[src/rtl/comc_loader.sv]
// Collects four decimal digits plus an op code into a held frame for the COMC stage.
// Optional range checking (clamp to 9, sticky err) is enabled by defining COMC_LOADER_RANGE_CHECK_EN.
module comc_loader (
  input  logic       clk,
  input  logic       rst,
  input  logic       in_valid,
  output logic       in_ready,
  input  logic [3:0] in_data,
  input  logic [1:0] in_opt,
  input  logic       in_clear,
  output logic       out_valid,
  input  logic       out_ready,
  output logic [3:0] out_n0,
  output logic [3:0] out_n1,
  output logic [3:0] out_n2,
  output logic [3:0] out_n3,
  output logic [1:0] opt,
  output logic       err
);

  typedef enum logic [1:0] {IDLE, COLLECT, HOLD} state_t;

  state_t     state, state_nxt;
  logic [1:0] idx, idx_nxt;
  logic       accept;
  logic       store;
  logic [3:0] digit;

  assign accept = in_valid && in_ready;

  // A clear in COLLECT abandons the frame and beats any simultaneous accept.
  always_comb begin
    state_nxt = state;
    idx_nxt   = idx;
    store     = 1'b0;
    case (state)
      IDLE: begin
        if (accept) begin
          store     = 1'b1;
          idx_nxt   = 2'd1;
          state_nxt = COLLECT;
        end
      end
      COLLECT: begin
        if (in_clear) begin
          idx_nxt   = 2'd0;
          state_nxt = IDLE;
        end else if (accept) begin
          store   = 1'b1;
          idx_nxt = idx + 2'd1;
          if (idx == 2'd3)
            state_nxt = HOLD;
        end
      end
      HOLD: begin
        if (out_ready) begin
          idx_nxt   = 2'd0;
          state_nxt = IDLE;
        end
      end
      default: begin
        idx_nxt   = 2'd0;
        state_nxt = IDLE;
      end
    endcase
  end

  always_ff @(posedge clk or posedge rst) begin
    if (rst) begin
      state     <= IDLE;
      idx       <= 2'd0;
      in_ready  <= 1'b1;
      out_valid <= 1'b0;
      opt       <= 2'd0;
      out_n0    <= 4'd0;
      out_n1    <= 4'd0;
      out_n2    <= 4'd0;
      out_n3    <= 4'd0;
    end else begin
      state     <= state_nxt;
      idx       <= idx_nxt;
      in_ready  <= (state_nxt != HOLD);
      out_valid <= (state_nxt == HOLD);
      if (store) begin
        case (idx)
          2'd0:    out_n0 <= digit;
          2'd1:    out_n1 <= digit;
          2'd2:    out_n2 <= digit;
          default: out_n3 <= digit;
        endcase
        if (state == IDLE)
          opt <= in_opt;
      end
    end
  end

`ifdef COMC_LOADER_RANGE_CHECK_EN
  logic set_err, clear_err;

  assign digit     = (in_data > 4'd9) ? 4'd9 : in_data;
  assign set_err   = store && (in_data > 4'd9);
  assign clear_err = in_clear && (state != HOLD);

  // A fresh out-of-range digit outranks a clear issued on the same edge.
  always_ff @(posedge clk or posedge rst) begin
    if (rst)
      err <= 1'b0;
    else if (set_err)
      err <= 1'b1;
    else if (clear_err)
      err <= 1'b0;
  end
`else
  assign digit = in_data;
  assign err   = 1'b0;
`endif

endmodule

[config.mk]
export PLATFORM = sky130hd
export DESIGN_NAME = comc_loader
export DESIGN_NICKNAME = d
export VERILOG_FILES = /design/src/rtl/comc_loader.sv
export SDC_FILE = /design/constraint.sdc
export NUM_CORES = 1
export LEC_CHECK = 0
export ABC_AREA = 1
export CORE_ASPECT_RATIO = 1.5
export CORE_MARGIN = 3
export CORE_UTILIZATION = 28
export DETAILED_ROUTE_END_ITERATION = 6
export PLACE_DENSITY = 0.63
export SLEW_MARGIN = 20
export SYNTH_ARGS = -nofsm -noshare
export SYNTH_HDL_FRONTEND = slang
export SYNTH_SLANG_ARGS = --single-unit
export TNS_END_PERCENT = 100
[constraint.sdc]
create_clock -name clk -period 1.2 [get_ports clk]
set_input_delay 0.12 -clock clk [delete_from_list [all_inputs] [get_ports clk]]
set_output_delay 0.12 -clock clk [all_outputs]
set_load 0.02 [all_outputs]
* Yosys cells after proc, flatten, opt, wreduce, memory -nomap -nowiden
Cells that the tools add are included.
** Storage, ports and cells
- Bits in registers :: 24
- Latch bits :: 0
- Memory bits (writable) :: 0
- ROM bits :: 0
- Input bits :: 11
- Output and inout bits :: 21
- Logic and storage cells :: 45
- Memories kept :: 0
** Operators by class
- $add $sub $neg :: 1
- Multipliers :: 0
- Div/mod/pow operators :: 0
- Magnitude comparators :: 0
- Equality and inequality tests :: 10
- Shift-type cells :: 0
- Muxes and demuxes :: 14
- Bitwise operators :: 1
- Reductions and logical operators :: 10
** Operators with widths (count)
- 2-bit 2-to-1 mux :: 9
- 2-bit case mux with 3 select lines :: 2
- 2-bit AND reduction :: 5
- 2-bit == test, second input constant :: 4
- 2-bit != test, second input constant :: 3
- 2-bit by 1-bit == test with 1-bit output, second input constant :: 2
- 2-bit zero test :: 2
- 3-bit != test, second input constant :: 1
- 3-bit AND reduction :: 1
- 3-bit OR reduction :: 1
- 2-bit by 1-bit adder with 2-bit output, second input constant :: 1
- 1-bit 2-to-1 mux :: 2
- 1-bit case mux with 2 select lines :: 1
- 1-bit logical AND :: 1
- 1-bit NOT :: 1

* Depth between registers and ports, before layout
- Word-level depth :: 6
- Gate-level depth with buffers :: 7
- Depth with buffers taken out :: 6

* Worst setup path before layout
Ideal clock, no wire load.
- Path kind :: register to register
- From :: reg in_ready
- To :: reg out_n0[1]
- Library setup time :: 0.119 ns
- Data arrival time :: 1.165 ns
- Data required time :: 1.081 ns
- Path slack :: -0.084 ns
- Stages on the path, launching flop included :: 6
- Path buffers :: 0
- Period minus slack after synthesis :: 1.284 ns
- Cell sequence :: dfstp_2 nand2_1 inv_2 nand4_4 nand2_1 o21ai_2
** Between the ends
- Longest elaborated chain between the ends :: 5
** RTL lines
- from (decl) :: line 7 : output logic in_ready,
- from (signal assigned) :: line 82 : in_ready <= (state_nxt != HOLD);
- 1-bit logical AND (*) :: line 29 : assign accept = in_valid && in_ready;
- 1-bit 2-to-1 mux (*) :: line 38, 48
- 1-bit 2-to-1 mux :: line 45 : if (in_clear) begin
- 1-bit case mux with 2 select lines (*) :: line 36 : case (state)
- 2-bit AND reduction (no line) (*)
- to (signal assigned) :: line 86 : 2'd0: out_n0 <= digit;
- to (decl) :: line 13 : output logic [3:0] out_n0,
Mark *: on every way between the ends. The rest lies on a longest branch, timed or not.
A chain may end at the register's enable or synchronous reset.

* Worst setup path after layout
- From :: reg in_ready
- To :: reg idx[0]
** Between the ends
- Longest elaborated chain between the ends :: 3
- Elaborated cells between the ends (all ways) :: 4
- Those cells by class :: eq/ne (2); reduce/logical (2)
** RTL lines
- 1-bit logical AND (*) :: line 29
- 3-bit != test (no line) or 2-bit != test (tied branches)
- 3-bit AND reduction (no line) (*)
- to (signal assigned) :: line 81 : idx <= idx_nxt;
- to (decl) :: line 24 : logic [1:0] idx, idx_nxt;
Marks and branches as above.

==> results.cfg <==
[floorplanning]
core_area_um2 = 3750
die_h_um = 83.4
start_util = 0.298
ios = 32
die_x_um = 57.6
dieArea_um2 = 4800
placementRows = 27

[pwr]
clkPwrFrac = 0.160
p_per_area_nw_per_um2 = 2120
ir_drop_mv = 1.04
leakage_uw = 0.000815
swShare = 0.402
p_comb_frac = 0.452
sequentialPowerShare = 0.389
p_total_uw = 3450
p_switching_uw = 1390
p_int_uw = 2060

[setup_path]
r2r-start = in_ready
cp_cell_sequence = nand2_4 -> buf_6 -> nand2_4 -> nand3_1 -> nand2_1 -> nand2_1
required_ns = 1.37
cp_slowest_cell = dfstp_2
r2r_cells = 6
path_max_fanout = 3
worst-path-buf-inv = 1
crit_family = flip-flops
reg2reg_slack_ns = -0.007
worstSetupStartpointType = flop
path_class = flop to flop
r2r-end = idx[0]
max_stage_delay_ns = 0.57
cp-end-kind = flop
timing.critical_path.arrival_ns = 1.37

[route]
drt_iter0_markers = 21
ant_nets = 0
wl_mm = 2.63
firstDrtPassIters = 4
via_count = 932
drc = 0
wire_per_inst_um = 13.1
routed_via_density = 4.64

[global_routing]
grt_max_degree = 22
grt_pass1_vias = 919
grt_pass1_wl_mm = 4.06
antenna_found_initial = 0
grt_overflow_total = 0
track_usage = 0.108

[synth]
ys_seq_elements = 24
synthSimpleGateAreaFrac = 0.250
muxShareOfSynthArea = 0
synth_commonest_cells = nand2_1, dfrtp_1, o21ai_1
synth.top_cell.area_share = 0.515
synth_seq_area_share = 0.539
synth.area.top_cells = dfrtp_1, nand2_1, nand4_4
postSynthAreaPerCell_um2 = 9.55
synth_top_family_by_area = simple AND/OR/NAND/NOR gates
synth_edf_count = 0
synth_top_cell_by_area = dfrtp_1
synth.distinct_cells = 16
synth_compound_area_frac = 0.0918
netlist_area_um2 = 1120
synth_fa_ha_area_frac = 0.0560
synth_xor_xnor_area_share = 0
yosys_warnings = 0
synthArstFlopShare = 1.00
synth_ff_type = dfrtp_1
synthesis.nets = 133
synthCells = 117
synthMostInstantiatedCell = nand2_1

[clock_network]
cts_tree = built
clock-sinks = 24
clkLatencyLatePin_ns = 0.27
cts_buffers = 3
clk_path_buf_depth = 2
clk_pin_slew_ns = 0.08
h-tree-depth = 1
cts_root_buffer = clkbuf_8

[place]
gp_congestion = 0.899
place_hpwl_mm = 1.85
io_buffers = 30
dpl_worst_slack_ns = -0.0736
dp_cells = 193

[sta]
rsz0062_at_grt = yes
setup_violations = 1
final_max_slew_viol_count = 0
fin_ws_ns = -0.00694
fin_crit_ns = 1.21
skew_ns = 0.00433
clock.fmax_mhz = 829
hold_viol_final = 0
finalCritPeriodShare = 1.01

[worst_hold_path]
hp-class = input pin to async pin

[finish]
diodes = 0
layout-drive-gt1-share = 0.247
areaGrowthSynthToFinish_pct = 45.9
nNetsFinal = 175
finalNonFillerCells = 201

[outcome]
violations = setup timing
status = finished with violations

[run]
cap_violations = 0
==> power by group through the flow <==
| stage | logic [uW] | clock network, uW | registers [uW] |
|---|---|---|---|
| 3_3_place_gp | 1620 | 0 | 1350 |
| 2_1_floorplan | 618 | 0 | 1640 |
| 3_5_place_dp | 1650 | 0 | 1350 |
| 5_1_grt | 1710 | 602 | 1380 |
| 6_report | 1560 | 551 | 1340 |
| 4_1_cts | 1490 | 570 | 1330 |
==> logic make-up after synthesis <==
family / after synthesis
adders and majority gates: 5
and+or+nand+nor: 53
DFF: 24
AOI/OAI and AO/OA: 19
buffers and inverters: 15
other: 1
==> flip-flops by register name, indices dropped and copies added (netlist names) <==
register	cells
state	2
out_valid	1
idx	2
opt	2
out_n3	4
out_n2	4
out_n0	4
in_ready	1
out_n1	4
==> area by class of cell <==
class / count / area, um^2
clock buffer: 4 / 55.1
tap: 43 / 53.8
inverter: 13 / 58.8
fill: 371 / 2120
multi-input combinational: 78 / 500
sequential: 24 / 604
timing repair buffer: 39 / 358
==> how the worst max path moves through the flow <==
stage,from,endpoint,cells past startpoint
after CTS,in_ready,out_n3[0],5
after floorplan,in_ready,out_n0[1],5
after detailed placement,in_valid,idx[1],8
after global placement,in_valid,idx[1],8
after global routing,in_ready,idx[0],6
final,in_ready,idx[0],6
==> cells in the final DEF (no fill, tap or decap), drive strengths merged <==
master	instances
nand4	4
nor2	5
clkdlybuf4s50	10
clkbuf	4
ha	5
o21ai	19
nand2	38
inv	13
nand3	6
conb	1
buf	10
dfstp	1
dfrtp	23
dlygate4sd2	19
==> worst register-to-register path: cells and delay by family, from the launching register on <==
family                 cells  cell delay (ns)
buffers and inverters      1             0.13
AND/OR/NAND/NOR            5             0.41
flip-flops                 1             0.57
==> metrics by stage <==
step	cell area, um^2	hold slack [ns]	util	setup TNS (ns)
detailed placement	1510	0.348	0.402	-1.05
floorplan	1120	0.134	-	0
global placement	1510	0.337	0.402	-0.549
finish	1630	0.0603	0.435	-0.00694
global route	1630	0.0779	0.435	-0.289
CTS	1550	0.0604	0.413	0
==> routing by layer <==
metal  vias to the layer above  global-route usage  part of all wire
met4                         0              0.0570             0.019
met3                         5              0.0218             0.052
met5                         -                   0                 0
li1                        459                   -                 -
met2                        24               0.192              0.56
met1                       444               0.113              0.37
==> what timing repair did <==
item | CTS | global route
setup endpoints to repair | 30 | 21
hold buffers | 0 | 0
pin swaps | 0 | 2
endpoints found under the hold margin | 0 | 0
buffers inserted | 1 | 3
gates resized for setup | 27 | 20
No activity file was read; power rests on OpenSTA's default activity.
